===== config.mk =====
export PLATFORM = sky130hd
export DESIGN_NAME = datapath_scheduler
export DESIGN_NICKNAME = d
export VERILOG_FILES = /design/src/rtl/dp_pkg.sv /design/src/rtl/dp_tag_pipe.sv /design/src/rtl/datapath_scheduler.sv
export SDC_FILE = /design/constraint.sdc
export NUM_CORES = 1
export LEC_CHECK = 0
export ABC_AREA = 1
export BUFFER_PORTS_ARGS = -buffer_cell sky130_fd_sc_hd__buf_2
export CORE_MARGIN = 10
export CORE_UTILIZATION = 45
export CTS_BUF_LIST = sky130_fd_sc_hd__clkbuf_4 sky130_fd_sc_hd__clkbuf_8 sky130_fd_sc_hd__clkbuf_16
export CTS_CLUSTER_SIZE = 8
export DETAILED_ROUTE_END_ITERATION = 8
export PLACE_DENSITY_LB_ADDON = 0.25
export RECOVER_POWER = 50
export SYNTH_ARGS = -nofsm -noshare
export SYNTH_HDL_FRONTEND = slang
export SYNTH_HIERARCHICAL = 1
export SYNTH_SLANG_ARGS = --single-unit

===== constraint.sdc =====
create_clock -name clk -period 1.86 [get_ports clk]
set_clock_uncertainty 0.1 [all_clocks]
set_input_delay 0.093 -clock clk [delete_from_list [all_inputs] [get_ports clk]]
set_output_delay 0.093 -clock clk [all_outputs]
set_load 0.01 [all_outputs]

===== src/rtl/dp_pkg.sv =====
// dp_pkg: shared selector codes and widths for the datapath scheduler slice
package dp_pkg;
    localparam logic SEL_ALT = 1'b0;
    localparam logic SEL_BAT = 1'b1;
    localparam int OPND_W = 8;
    localparam int RES_W = 16;
endpackage


===== src/rtl/dp_tag_pipe.sv =====
// dp_tag_pipe: {valid, tag} shift register that tracks in-flight datapath operations
module dp_tag_pipe #(
    parameter int DEPTH = 2
) (
    input  logic clk,
    input  logic clr,
    input  logic in_valid,
    input  logic in_tag,
    output logic out_valid,
    output logic out_tag,
    output logic busy
);
    logic [DEPTH-1:0] vld;
    logic [DEPTH-1:0] tag;
    // shift one stage per clock regardless of issue activity; clear drops everything in flight
    always_ff @(posedge clk) begin
        if (clr) begin
            vld <= '0;
            tag <= '0;
        end else begin
            vld[0] <= in_valid;
            tag[0] <= in_tag;
            for (int i = 1; i < DEPTH; i++) begin
                vld[i] <= vld[i-1];
                tag[i] <= tag[i-1];
            end
        end
    end
    assign out_valid = vld[DEPTH-1];
    assign out_tag = tag[DEPTH-1];
    assign busy = |vld;
endmodule


===== src/rtl/datapath_scheduler.sv =====
// datapath_scheduler: round-robin sharing of one pipelined datapath between altitude and battery clients
module datapath_scheduler
    import dp_pkg::*;
#(
    parameter int DP_LATENCY = 2,
    parameter int CNT_W = 16
) (
    input  logic             clk,
    input  logic             rst,
    input  logic             en,
    input  logic             alt_req,
    input  logic [OPND_W-1:0] alt_x1,
    input  logic [OPND_W-1:0] alt_x2,
    output logic             alt_ready,
    input  logic             bat_req,
    input  logic [OPND_W-1:0] bat_v,
    input  logic [OPND_W-1:0] bat_t,
    input  logic [OPND_W-1:0] bat_c,
    output logic             bat_ready,
    output logic [OPND_W-1:0] dp_x1,
    output logic [OPND_W-1:0] dp_x2,
    output logic [OPND_W-1:0] dp_v,
    output logic [OPND_W-1:0] dp_t,
    output logic [OPND_W-1:0] dp_c,
    output logic             dp_sel_eq,
    input  logic [RES_W-1:0]  dp_result_a,
    input  logic [RES_W-1:0]  dp_result_b,
    output logic             alt_valid,
    output logic [RES_W-1:0]  alt_result,
    output logic             bat_valid,
    output logic [RES_W-1:0]  bat_result,
    output logic [CNT_W-1:0]  alt_done_cnt,
    output logic [CNT_W-1:0]  bat_done_cnt,
    output logic             busy
);
    logic last_grant;
    logic pick_alt;
    logic alt_fire;
    logic bat_fire;
    logic out_valid;
    logic out_tag;
    logic cap_alt;
    logic cap_bat;
    // one-hot grant: contention and idle both resolve toward the client not served last
    always_comb begin
        pick_alt = bat_req ? (alt_req && last_grant == SEL_BAT) : (alt_req || last_grant == SEL_BAT);
        alt_ready = en && !rst && pick_alt;
        bat_ready = en && !rst && !pick_alt;
    end
    assign alt_fire = alt_req && alt_ready;
    assign bat_fire = bat_req && bat_ready;
    assign cap_alt = out_valid && out_tag == SEL_ALT;
    assign cap_bat = out_valid && out_tag == SEL_BAT;
    // operand registers load only for the granted client; the other side holds
    always_ff @(posedge clk) begin
        if (rst) begin
            dp_x1 <= '0;
            dp_x2 <= '0;
            dp_v <= '0;
            dp_t <= '0;
            dp_c <= '0;
            dp_sel_eq <= SEL_ALT;
            last_grant <= SEL_BAT;
        end else if (alt_fire) begin
            dp_x1 <= alt_x1;
            dp_x2 <= alt_x2;
            dp_sel_eq <= SEL_ALT;
            last_grant <= SEL_ALT;
        end else if (bat_fire) begin
            dp_v <= bat_v;
            dp_t <= bat_t;
            dp_c <= bat_c;
            dp_sel_eq <= SEL_BAT;
            last_grant <= SEL_BAT;
        end
    end
    dp_tag_pipe #(.DEPTH(DP_LATENCY)) u_tag_pipe (
        .clk(clk),
        .clr(rst),
        .in_valid(alt_fire || bat_fire),
        .in_tag(alt_fire ? SEL_ALT : SEL_BAT),
        .out_valid(out_valid),
        .out_tag(out_tag),
        .busy(busy)
    );
    // capture the retiring result for its owner, pulse valid and bump the saturating counter
    always_ff @(posedge clk) begin
        if (rst) begin
            alt_valid <= 1'b0;
            bat_valid <= 1'b0;
            alt_result <= '0;
            bat_result <= '0;
            alt_done_cnt <= '0;
            bat_done_cnt <= '0;
        end else begin
            alt_valid <= cap_alt;
            bat_valid <= cap_bat;
            if (cap_alt) alt_result <= dp_result_a;
            if (cap_bat) bat_result <= dp_result_b;
            if (cap_alt && !(&alt_done_cnt)) alt_done_cnt <= alt_done_cnt + CNT_W'(1);
            if (cap_bat && !(&bat_done_cnt)) bat_done_cnt <= bat_done_cnt + CNT_W'(1);
        end
    end
endmodule


After elaboration in Yosys (flattened, before gate mapping)
Cells that the tools add are included.
{ "totals": {"register_bits": 112, "out_inout_bits": 110, "input_bits": 77, "word_cells": 45} }
{ "classes": {"mux": 4, "add_sub_neg": 2, "bitwise_logic": 2, "n_reduce_logical": 22} }
{ "op_table": {"columns": ["op", "count"], "rows": [
  ["$add 16x1->16 const B", 2],
  ["$reduce_and 16->1", 2],
  ["$logic_and 1x1->1", 10],
  ["$logic_not 1->1", 4],
  ["$mux 1", 4],
  ["$reduce_or 2->1", 2],
  ["$logic_or 1x1->1", 2],
  ["$not 1->1", 2],
  ["$reduce_and 2->1", 1],
  ["$reduce_bool 2->1", 1]
]} }

Depth between registers and ports, before layout
Gate-level depths: netlist (run 1).
{ "depth": {"word_depth": 7, "mapped_depth": 10, "mapped_depth_nobuf": 9} }

Modules after synthesis
Netlist (run 1), hierarchy kept.
{ "by_module_without_submodules": {"columns": ["mod", "area_per_inst_um2", "instances", "seq_area_each_um2", "cells_each"], "rows": [
  ["datapath_scheduler", 4553.1, 1, 2162.1, 623],
  ["dp_tag_pipe", 117.6, 1, 80.1, 14]
]} }

Least setup slack after synthesis (run 1)
Ideal clock, no wire load.
{ "synth_timing": {"kind": "reg-to-reg", "start": "register bat_done_cnt[1]", "end": "register bat_done_cnt[10]", "arrival_ns": 1.427, "slack_ns": 0.195, "setup_time_ns": 0.138, "t_required_ns": 1.622, "stages_incl_launch_ff": 10, "n_path_buf": 1, "period_less_slack_ns": 1.665, "path_cell_list": "dfxtp_1 > ha_1 > nand2_1 > nor2_2 > nand2_2 > nor2_1 > nor2_4 > buf_6 > nand2_1 > a21oi_2"} }
{ "synth_between": {"elab_chain_cells": 3, "word_cells_on_any_way": 4, "classes_between": "1 x add/sub; 3 x reduce/logical"} }
{ "synth_rtl": {"columns": ["item", "line", "source"], "rows": [
  ["from (decl)", "datapath_scheduler.sv:33", "output logic [CNT_W-1:0] bat_done_cnt,"],
  ["from (signal assigned)", "datapath_scheduler.sv:101", "if (cap_bat && !(&bat_done_cnt)) bat_done_cnt <= bat_done_cnt + CNT_W'(1);"],
  ["parallel branches: the longest is 3 deep, another holds $add 16x1->16", null, null]
]} }
Several ways; the timed one is not identified.
A chain may end at the register's enable or synchronous reset.

Final worst setup path (run 1)
{ "layout_timing": {"start": "register bat_done_cnt[0]", "end": "register bat_done_cnt[2]"} }
Same word-level chain as after synthesis.

==> impl_metrics.py, run 1 <==
metrics = {
    "timing": {
        "postLayoutSetupSlackWorst_ps": 143,
        "worst-slew-pin-transition_ps": 1050,
        "timing.final.crit_share_pct": 92.3,
        "final-hold-violation-count": 0,
        "setup_viol_count_final": 0,
        "grt_setup_unrepaired": "false",
        "totalNegativeSetupSlack_ps": 0,
        "slew-limit-headroom_pct": 30.0,
        "timing.final.max_slew_violations": 0,
        "timing.final.crit_period_ps": 1720,
        "timing.fmax_ghz": 0.582,
    },
    "worst_setup_path": {
        "cp_max_fo": 8,
        "critical_path_class": "reg -> reg",
        "cp_data_arrival_time_ps": 1900,
        "critical-path-slowest-cell": "sky130_fd_sc_hd__nor2_2",
        "cp_slowest_stage_delay_ps": 380,
        "required_ps": 2040,
        "regToRegSetupSlack_ps": 140,
        "endpoint_kind": "flop",
        "reg2reg_depth": 8,
        "crit-reg2reg-launch": "bat_done_cnt[0]$_SDFFE_PP0P_",
        "crit_chain": "ha_2 -> nand2_1 -> nor2_2 -> nand2_2 -> nor2_2 -> nor2_2 -> nand2_1 -> a21oi_2",
        "critical_path.startpoint_type": "flop",
        "path_common_cell": "sky130_fd_sc_hd__nor2_2",
        "regToRegEndpoint": "bat_done_cnt[2]$_SDFFE_PP0P_",
    },
    "final_layout": {
        "finalCoreUtilization_pct": 63.9,
        "post_route_cells_drive_above_1_share_pct": 17.1,
        "area_growth_pct": 40.0,
        "nNetsFinal": 973,
    },
    "routing": {
        "firstDrtPassIters": 4,
        "wire_length_per_cell_um": 14.7,
        "count_of_vias_placed_by_the_detailed_router": 5033,
        "totalWireLength_mm": 15.2,
        "drt_iter0_markers": 282,
        "ant_nets": 0,
        "avgViaCountPerCell": 4.85,
        "route.detailed.drc": 0,
    },
    "run": {
        "max-cap-violations": 0,
    },
    "outcome": {
        "status": "complete, no violations",
    },
    "logic_synthesis": {
        "most_numerous_cell_types_in_the_synthesized_netlist": "sky130_fd_sc_hd__nand2_1 (175), sky130_fd_sc_hd__dfxtp_1 (112), sky130_fd_sc_hd__nor2_1 (107), sky130_fd_sc_hd__o21ai_0 (57), sky130_fd_sc_hd__a21oi_1 (33)",
        "async_reset_ff_share_pct": 0,
        "mappedNetlistNets": 716,
        "synthDominantCellAreaShare_pct": 48.0,
        "yosysMostFrequentCell": "sky130_fd_sc_hd__nand2_1",
        "post-synth-top-area-cell": "sky130_fd_sc_hd__dfxtp_1",
        "number_of_warnings_printed_during_yosys_synthesis": 6,
        "synth_area_mm2": 0.00467,
        "synth_enable_flop_cells": 0,
        "ys_seq_elements": 112,
        "primary_ff_master_synth": "sky130_fd_sc_hd__dfxtp_1",
        "yosys-top-cells-area": "sky130_fd_sc_hd__dfxtp_1 (48%), sky130_fd_sc_hd__nand2_1 (14%), sky130_fd_sc_hd__nor2_1 (8.6%), sky130_fd_sc_hd__o21ai_0 (6.1%), sky130_fd_sc_hd__a21oi_1 (3.5%)",
        "post_synth.cell_area_avg_um2": 7.33,
        "synth.distinct_cells": 26,
        "yosysSeqAreaShare_pct": 48.0,
        "syn_inst": 637,
    },
    "cts": {
        "clk_transition_reported_paths_ps": 110,
        "postCtsSetupBuffers": 0,
        "clkSinkCount": 112,
        "ctsHtreeMaxLevel": 3,
        "max-clock-path-buffers": 2,
        "cts-buffers-inserted": 9,
        "clkLatencyLatePin_ps": 370,
        "ctsRootBufferMaster": "sky130_fd_sc_hd__clkbuf_8",
        "cts_tree": "yes",
    },
    "hold_path": {
        "hold_end": "u_tag_pipe/vld[0]$_SDFF_PP0_",
        "hold_path_startpoint": "bat_req",
        "hold_path.class": "in -> reg",
        "worst_hold_path.num_cells": 5,
    },
    "grt": {
        "grt.met1_usage_pct": 22.1,
        "grt-busiest-layer": "met2",
        "initial_antenna_violation_count": 2,
        "met3_usage_pct": 7.31,
        "grt_overflow_total": 0,
        "grtUsageTotal_pct": 20.0,
        "grt_first_pass_wirelength_mm": 24.5,
        "grt_pass1_vias": 5098,
        "globalRouteMet2Util_pct": 34.1,
        "grt_max_degree": 69,
    },
    "floorplanning": {
        "die_h_um": 122,
        "ioPinCount": 187,
        "area_inside_the_core_boundary_mm2": 0.0102,
        "placementRows": 37,
        "initial_utilization_pct": 45.7,
        "die_width_um": 122,
        "die_area_mm2": 0.0149,
    },
    "pwr": {
        "power_leakage_nw": 2.57,
        "p_total_w": 0.00440,
        "pwr_density_cell_mw_per_mm2": 673,
        "vdd_ir_drop_max_v": 0.000466,
    },
    "place": {
        "place.port_buffers": 186,
        "place_congestion": 0.839,
        "dp.final_hpwl_mm": 10.1,
        "dp_worst_setup_slack_ps": 130,
    },
}
-- what timing repair did --
action,CTS,global route
endpoints found under the setup margin,0,14
hold endpoints to repair,74,0
hold buffers,73,0
gates resized for setup,0,4
-- registers in the layout, indices dropped and copies added (netlist names), 2 cells and up --
| signal | count |
|---|---|
| dp_c | 8 |
| bat_result | 16 |
| alt_done_cnt | 16 |
| dp_t | 8 |
| dp_x2 | 8 |
| u_tag_pipe/tag | 2 |
| bat_done_cnt | 16 |
| dp_x1 | 8 |
| u_tag_pipe/vld | 2 |
| alt_result | 16 |
| dp_v | 8 |
-- stage by stage --
step	hold WS (ps)	instance area (um^2)	std cells
after global placement	190	5730	945
final	23.7	6540	1037
after global routing	78.7	6540	1037
after floorplan	64.2	4670	637
after detailed placement	199	5730	945
after CTS	25.1	6660	1034
-- cell families (layout without fill, tap and decap cells) --
logic type	Yosys count	count (layout)	share of synthesized area, %
compound gates	111	111	13.0
buf+inv	61	322	6.11
xor+xnor	12	12	2.25
fa+ha+maj	2	2	0.536
flops	112	112	48.0
other cells	0	2	0
simple gates	339	340	30.1
-- critical path: cells and delay by family, from the launching register on --
family,cells,cell delay [ps]
compound gates,1,130
fa+ha+maj,1,200
simple gates,6,840
flops,1,360
-- how the worst max path moves through the flow --
stage | startpoint | to
after detailed placement | bat_done_cnt[0]$_SDFFE_PP0P_ | bat_done_cnt[12]$_SDFFE_PP0P_
after global routing | alt_done_cnt[9]$_SDFFE_PP0P_ | alt_done_cnt[9]$_SDFFE_PP0P_
after global placement | bat_done_cnt[0]$_SDFFE_PP0P_ | bat_done_cnt[12]$_SDFFE_PP0P_
after floorplan | bat_done_cnt[1]$_SDFFE_PP0P_ | bat_done_cnt[10]$_SDFFE_PP0P_
after CTS | bat_done_cnt[0]$_SDFFE_PP0P_ | bat_done_cnt[12]$_SDFFE_PP0P_
final | bat_done_cnt[0]$_SDFFE_PP0P_ | bat_done_cnt[2]$_SDFFE_PP0P_
-- report_power, final --
group | total [W] | internal [W] | switching, W
registers | 0.00248 | 0.00245 | 0.0000282
logic | 0.000432 | 0.000221 | 0.000211
clock network | 0.00149 | 0.000644 | 0.000846
-- layer usage --
| layer | up-vias | part of all wire, % |
|---|---|---|
| met1 | 2317 | 40 |
| li1 | 2545 | - |
| met3 | 18 | 9.1 |
| met2 | 153 | 49 |
| met5 | - | 0 |
| met4 | 0 | 1.7 |
-- cell usage in the layout (no fill, tap or decap), types with 3 or more instances in the layout --
cell type,n
sky130_fd_sc_hd__a21oi_1,33
sky130_fd_sc_hd__a21oi_2,10
sky130_fd_sc_hd__buf_2,84
sky130_fd_sc_hd__buf_4,10
sky130_fd_sc_hd__clkbuf_1,104
sky130_fd_sc_hd__clkbuf_8,9
sky130_fd_sc_hd__dfxtp_1,110
sky130_fd_sc_hd__dlygate4sd3_1,73
sky130_fd_sc_hd__inv_1,28
sky130_fd_sc_hd__inv_2,3
sky130_fd_sc_hd__nand2_1,175
sky130_fd_sc_hd__nand2_2,9
sky130_fd_sc_hd__nand3_1,20
sky130_fd_sc_hd__nand4_1,12
sky130_fd_sc_hd__nor2_1,107
sky130_fd_sc_hd__nor2_2,10
sky130_fd_sc_hd__nor2_4,4
sky130_fd_sc_hd__o21ai_0,57
sky130_fd_sc_hd__o21ai_1,7
sky130_fd_sc_hd__xnor2_1,5
sky130_fd_sc_hd__xor2_1,7
-- layout make-up --
type	count	area (um^2)
flip-flops and latches	112	2240
multi-input cells	465	2150
clock inverters	6	67.6
repair buffers	274	1650
inverters	32	120
diodes	2	5.00
well taps	136	170
clock buffers	10	131
fillers	941	3690
No activity file was read; power rests on OpenSTA's default activity.
==> inputs of run 2 (changes only) <==
--- a/config.mk
+++ b/config.mk
@@ -8,7 +8,7 @@
 export ABC_AREA = 1
 export BUFFER_PORTS_ARGS = -buffer_cell sky130_fd_sc_hd__buf_2
 export CORE_MARGIN = 10
-export CORE_UTILIZATION = 45
+export CORE_UTILIZATION = 35
 export CTS_BUF_LIST = sky130_fd_sc_hd__clkbuf_4 sky130_fd_sc_hd__clkbuf_8 sky130_fd_sc_hd__clkbuf_16
 export CTS_CLUSTER_SIZE = 8
 export DETAILED_ROUTE_END_ITERATION = 8
==> constraint.sdc (replaced) <==
create_clock -name clk -period 1.86 [get_ports clk]
set_clock_uncertainty 0.1 [all_clocks]
set_input_delay 0.372 -clock clk [delete_from_list [all_inputs] [get_ports clk]]
set_output_delay 0.372 -clock clk [all_outputs]
set_load 0.01 [all_outputs]
==> impl_metrics.py, run 2 (same netlist as run 1, synthesis figures left out) <==
metrics = {
    "place": {
        "dp_worst_setup_slack_ps": 109,
        "dp.final_hpwl_mm": 10.3,
        "place.port_buffers": 186,
        "place_congestion": 0.769,
    },
    "worst_setup_path": {
        "regToRegSetupSlack_ps": 150,
        "critical_path.startpoint_type": "flop",
        "worstSetupPathDepth": 8,
        "setup.worst_path.start": "bat_done_cnt[1]$_SDFFE_PP0P_",
        "critPathBufInv": 1,
        "cp_slowest_stage_delay_ps": 400,
        "cp_max_fo": 5,
        "cp-endpoint": "bat_done_cnt[7]$_SDFFE_PP0P_",
        "regToRegEndpoint": "bat_done_cnt[7]$_SDFFE_PP0P_",
        "crit_chain": "ha_1 -> nand2_1 -> nor2_2 -> nand2_2 -> o21ai_4 -> buf_4 -> nand2_1 -> a21oi_2",
        "critical-path-slowest-cell": "sky130_fd_sc_hd__dfxtp_1",
        "endpoint_kind": "flop",
        "reg2reg_depth": 8,
        "crit-reg2reg-launch": "bat_done_cnt[1]$_SDFFE_PP0P_",
        "path_common_cell": "sky130_fd_sc_hd__nand2_1",
        "critical_path.top_delay_family": "flip-flops",
        "required_ps": 2030,
        "cp_data_arrival_time_ps": 1890,
        "critical_path_class": "reg -> reg",
    },
    "floorplanning": {
        "placementRows": 42,
        "die_area_mm2": 0.0184,
        "ioPinCount": 187,
        "die_h_um": 136,
        "die_width_um": 136,
        "area_inside_the_core_boundary_mm2": 0.0131,
        "initial_utilization_pct": 35.6,
    },
    "pwr": {
        "vdd_ir_drop_max_v": 0.000416,
        "switching_share_pct": 22.7,
        "p_total_w": 0.00477,
        "clock_power_share_pct": 41.7,
        "power.share.combinational_pct": 6.5,
        "power.internal_w": 0.00369,
        "power_leakage_nw": 2.51,
        "p_switching_w": 0.00108,
        "seq_power_share_pct": 51.8,
        "pwr_density_cell_mw_per_mm2": 788,
    },
    "cts": {
        "clkSinkCount": 112,
        "cts_tree": "yes",
        "cts-buffers-inserted": 9,
        "holdBufCountCts": 0,
        "ctsHtreeMaxLevel": 3,
        "ctsRootBufferMaster": "sky130_fd_sc_hd__clkbuf_16",
        "clkLatencyLatePin_ps": 350,
        "max-clock-path-buffers": 2,
        "clk_transition_reported_paths_ps": 70,
    },
    "timing": {
        "final-hold-violation-count": 0,
        "worst-slew-pin-transition_ps": 675,
        "setup_viol_count_final": 0,
        "slew-limit-headroom_pct": 55.0,
        "timing.final.crit_period_ps": 1710,
        "timing.final.max_slew_violations": 0,
        "timing.final.crit_share_pct": 92.0,
        "grt_setup_unrepaired": "true",
        "postLayoutSetupSlackWorst_ps": 148,
        "timing.fmax_ghz": 0.584,
    },
    "hold_path": {
        "worst_hold_path.num_cells": 3,
        "hold_path.class": "in -> reg",
    },
    "final_layout": {
        "area_growth_pct": 29.7,
        "fillerInstances": 1432,
        "final-seq-area_mm2": 0.00224,
        "post_route_cells_drive_above_1_share_pct": 23.0,
        "layout_common_cells": "sky130_fd_sc_hd__nand2_1 (177), sky130_fd_sc_hd__buf_2 (120), sky130_fd_sc_hd__dfxtp_1 (112), sky130_fd_sc_hd__nor2_1 (106), sky130_fd_sc_hd__clkbuf_1 (68)",
        "multiInputGateArea_mm2": 0.00216,
        "layout_commonest_cell": "sky130_fd_sc_hd__nand2_1",
        "nNetsFinal": 906,
    },
    "routing": {
        "route.detailed.drc": 0,
        "drt_iter0_markers": 240,
        "wire_length_per_cell_um": 13.7,
        "totalWireLength_mm": 13.9,
        "firstDrtPassIters": 4,
        "ant_nets": 0,
        "count_of_vias_placed_by_the_detailed_router": 4553,
        "avgViaCountPerCell": 4.51,
    },
    "grt": {
        "initial_antenna_violation_count": 1,
        "grt_first_pass_wirelength_mm": 22.0,
        "grt_overflow_total": 0,
        "grt_max_degree": 57,
        "grt_pass1_vias": 4322,
        "grtUsageTotal_pct": 14.7,
    },
    "run": {
        "max-cap-violations": 0,
    },
    "outcome": {
        "status": "complete, no violations",
    },
}
[run 2: cell count changes in the layout (fill, tap and decap cells not counted), sizes merged]
cell         previous run  this run
buf                    95       138
clkbuf                116        81
clkinvlp                2         1
diode                   2         1
dlygate4sd3            73         0
inv                    32        31
[run 2: area by class of cell]
cell class	instances	area share (%)
diodes	1	0.0413
clock buffers	12	4.19
clock inverters	4	0.847
inverters	32	1.98
multi-input cells	465	35.6
flip-flops and latches	112	37.0
well taps	176	3.63
repair buffers	207	16.6
[run 2: power groups by stage]
stage / clock (W) / sequential, W / combinational (W)
floorplan: 0 / 0.00255 / 0.000132
detailed placement: 0 / 0.00253 / 0.000331
CTS: 0.00206 / 0.00247 / 0.000330
global placement: 0 / 0.00253 / 0.000328
finish: 0.00199 / 0.00247 / 0.000310
global route: 0.00214 / 0.00248 / 0.000355
[run 2: metal layers]
layer	global-route usage [%]	wire length, um
met5	0	0
met4	4.01	140
met3	8.12	1470
met2	22.3	6080
met1	17.5	6170
[run 2: worst reg2reg max path, cell delays in order (launching register included)]
cell and delay [ps]:
sky130_fd_sc_hd__dfxtp_1 400, sky130_fd_sc_hd__ha_1 230, sky130_fd_sc_hd__nand2_1 80, sky130_fd_sc_hd__nor2_2 120, sky130_fd_sc_hd__nand2_2 130, sky130_fd_sc_hd__o21ai_4 220, sky130_fd_sc_hd__buf_4 170, sky130_fd_sc_hd__nand2_1 70
sky130_fd_sc_hd__a21oi_2 130
[run 2: repair_timing]
action,in CTS,in global routing
gates resized for setup,0,3
endpoints found under the setup margin,0,10
setup buffers,0,2
[run 2: worst min path at each step]
stage / start / end / slack, ps
3_5_place_dp: u_tag_pipe/tag[0]$_SDFF_PP0_ / u_tag_pipe/tag[1]$_SDFF_PP0_ / 300
2_1_floorplan: u_tag_pipe/tag[0]$_SDFF_PP0_ / u_tag_pipe/tag[1]$_SDFF_PP0_ / 290
3_3_place_gp: u_tag_pipe/tag[0]$_SDFF_PP0_ / u_tag_pipe/tag[1]$_SDFF_PP0_ / 300
6_report: bat_v[1] / dp_v[1]$_SDFFE_PP0P_ / 120
4_1_cts: bat_v[5] / dp_v[5]$_SDFFE_PP0P_ / 100
5_1_grt: bat_t[6] / dp_t[6]$_SDFFE_PP0P_ / 110
[run 2: stage by stage]
| step | cell area [um^2] | utilization (%) | hold slack, ps | TNS (ps) | cells |
|---|---|---|---|---|---|
| after CTS | 6130 | 46.7 | 101 | 0 | 1005 |
| after detailed placement | 5820 | 44.3 | 302 | 0 | 989 |
| after global placement | 5820 | 44.3 | 301 | 0 | 989 |
| after floorplan | 4670 | - | 288 | 0 | 637 |
| after global routing | 6060 | 46.1 | 112 | -60.8 | 1008 |
| final | 6060 | 46.1 | 117 | 0 | 1009 |
==> inputs of run 3 (changes only) <==
==> constraint.sdc (replaced) <==
create_clock -name clk -period 1.86 [get_ports clk]
set_clock_uncertainty 0.1 [all_clocks]
set_input_delay 0.558 -clock clk [delete_from_list [all_inputs] [get_ports clk]]
set_output_delay 0.558 -clock clk [all_outputs]
set_load 0.01 [all_outputs]
==> impl_metrics.py, run 3 (same netlist as run 1, synthesis figures left out) <==
metrics = {
    "grt": {
        "initial_antenna_violation_count": 1,
        "grt_max_degree": 69,
        "grt_pass1_vias": 4320,
        "grt_overflow_total": 0,
        "grtUsageTotal_pct": 14.9,
        "grt_first_pass_wirelength_mm": 22.3,
    },
    "timing": {
        "timing.fmax_ghz": 0.543,
        "timing.final.crit_share_pct": 99.0,
        "setup_viol_count_final": 0,
        "grt_setup_unrepaired": "true",
        "final-hold-violation-count": 0,
        "worst-slew-pin-transition_ps": 1150,
        "timing.final.max_slew_violations": 0,
        "timing.final.crit_period_ps": 1840,
        "slew-limit-headroom_pct": 23.5,
    },
    "cts": {
        "cts_tree": "yes",
        "ctsRootBufferMaster": "sky130_fd_sc_hd__clkbuf_16",
        "max-clock-path-buffers": 2,
        "clkLatencyLatePin_ps": 350,
        "ctsHtreeMaxLevel": 3,
        "clk_transition_reported_paths_ps": 80,
        "holdBufCountCts": 0,
        "cts-buffers-inserted": 9,
        "clkSinkCount": 112,
        "postCtsSetupBuffers": 0,
    },
    "final_layout": {
        "finish.instance_area_mm2": 0.00611,
        "nNetsFinal": 905,
        "layoutNonFillerInstCount": 1006,
        "post_route_cells_drive_above_1_share_pct": 31.7,
        "area_growth_pct": 30.9,
        "layout_common_cells": "sky130_fd_sc_hd__buf_2 (186), sky130_fd_sc_hd__nand2_1 (173), sky130_fd_sc_hd__dfxtp_1 (111), sky130_fd_sc_hd__nor2_1 (107), sky130_fd_sc_hd__o21ai_0 (57)",
        "layout_commonest_cell": "sky130_fd_sc_hd__buf_2",
        "antenna_cells": 0,
    },
    "routing": {
        "avgViaCountPerCell": 4.53,
        "drt_iter0_markers": 307,
        "totalWireLength_mm": 13.8,
        "route.detailed.drc": 0,
        "firstDrtPassIters": 4,
        "count_of_vias_placed_by_the_detailed_router": 4555,
        "wire_length_per_cell_um": 13.7,
        "ant_nets": 0,
    },
    "floorplanning": {
        "area_inside_the_core_boundary_mm2": 0.0131,
        "die_width_um": 136,
        "die_area_mm2": 0.0184,
        "ioPinCount": 187,
        "placementRows": 42,
        "die_h_um": 136,
        "initial_utilization_pct": 35.6,
    },
    "worst_setup_path": {
        "endpoint_kind": "output pin",
        "cp-endpoint": "bat_ready",
        "required_ps": 1200,
        "setup.worst_path.start": "alt_req",
        "crit-reg2reg-launch": "alt_done_cnt[0]$_SDFFE_PP0P_",
        "path_common_cell": "sky130_fd_sc_hd__buf_2",
        "critical_path_class": "in -> out",
        "cp_max_fo": 3,
        "crit_chain": "buf_2 -> or2_4 -> a21oi_2 -> buf_2",
        "critical-path-slowest-cell": "sky130_fd_sc_hd__or2_4",
        "reg2reg_depth": 9,
        "worstSetupPathDepth": 4,
        "critPathBufInv": 2,
        "regToRegSetupSlack_ps": 160,
        "regToRegEndpoint": "alt_done_cnt[12]$_SDFFE_PP0P_",
        "cp_data_arrival_time_ps": 1180,
        "cp_slowest_stage_delay_ps": 260,
        "critical_path.startpoint_type": "input pin",
        "critical_path.top_delay_family": "buffers and inverters",
    },
    "place": {
        "place.port_buffers": 186,
        "place_congestion": 0.780,
        "dp.final_hpwl_mm": 10.1,
        "placedCellCount": 991,
        "dpl_cell_area_mm2": 0.00584,
    },
    "pwr": {
        "pwr_density_cell_mw_per_mm2": 759,
        "vdd_ir_drop_max_v": 0.000405,
        "power_leakage_nw": 2.77,
    },
    "run": {
        "max-cap-violations": 0,
    },
    "outcome": {
        "status": "complete, no violations",
    },
    "hold_path": {
        "hold_path.class": "in -> reg",
    },
}
[run 3: changes by cell type in the layout (fill, tap and decap cells not counted), moves of 2 or more]
cell / delta
sky130_fd_sc_hd__clkbuf_1: -67
sky130_fd_sc_hd__buf_2: +66
sky130_fd_sc_hd__nand2_1: -4
sky130_fd_sc_hd__nand2_2: +4
sky130_fd_sc_hd__clkinvlp_4: +2
[run 3: worst min-delay path by stage]
stage          cells past startpoint                    startpoint                            to  slack, ps
2_1_floorplan                      2  u_tag_pipe/tag[0]$_SDFF_PP0_  u_tag_pipe/tag[1]$_SDFF_PP0_        290
3_3_place_gp                       2  u_tag_pipe/tag[0]$_SDFF_PP0_  u_tag_pipe/tag[1]$_SDFF_PP0_        290
3_5_place_dp                       2  u_tag_pipe/tag[0]$_SDFF_PP0_  u_tag_pipe/tag[1]$_SDFF_PP0_        300
4_1_cts                            3                      bat_c[0]          dp_c[0]$_SDFFE_PP0P_        290
5_1_grt                            3                      bat_t[6]          dp_t[6]$_SDFFE_PP0P_        300
6_report                           3                      bat_c[0]          dp_c[0]$_SDFFE_PP0P_        300
[run 3: power breakdown]
group	leakage [nW]	switching, W	internal [W]
registers	0.906	0.0000252	0.00245
clock network	0.126	0.000911	0.000929
logic	1.74	0.000185	0.000144
[run 3: stage by stage]
| step | power [W] | worst slack, ps | setup TNS [ps] | hold slack, ps | utilization [%] |
|---|---|---|---|---|---|
| after global routing | 0.00485 | -14.5 | -24.5 | 299 | 46.5 |
| after CTS | 0.00472 | 8.09 | 0 | 287 | 46.6 |
| final | 0.00464 | 18.2 | 0 | 299 | 46.5 |
| after floorplan | 0.00268 | 134 | 0 | 288 | - |
| after detailed placement | 0.00286 | 29.7 | 0 | 301 | 44.4 |
| after global placement | 0.00286 | 29.4 | 0 | 294 | 44.4 |
[run 3: worst reg2reg max path, stage by stage (launching register included)]
cell	delay [ps]
sky130_fd_sc_hd__dfxtp_1	310
sky130_fd_sc_hd__ha_1	260
sky130_fd_sc_hd__inv_1	90
sky130_fd_sc_hd__nor2_2	40
sky130_fd_sc_hd__nand2_2	110
sky130_fd_sc_hd__nor2_2	70
sky130_fd_sc_hd__nor2_4	330
sky130_fd_sc_hd__nand3_1	130
sky130_fd_sc_hd__nand2_1	90
sky130_fd_sc_hd__nor2_1	40
[run 3: layout make-up]
type | instances | area, um^2
Inverter | 32 | 120
Fill cell | 1432 | 7030
Tap cell | 176 | 220
Multi-Input combinational cell | 464 | 2150
Clock inverter | 5 | 42.5
Timing Repair Buffer | 207 | 1100
Sequential cell | 112 | 2240
Clock buffer | 10 | 233
[run 3: repair_timing]
action                                  4_1_cts  5_1_grt
pin swaps                                     1        0
gates resized for setup                       2        5
endpoints found under the setup margin        1        2
[run 3: metal layers]
metal  routed length, um  part of all wire [%]  GRT usage (%)
met2                6010                    44           22.1
met5                   7                 0.051              0
met3                1460                    11           7.16
met1                6020                    44           18.1
met4                 244                   1.8           6.16
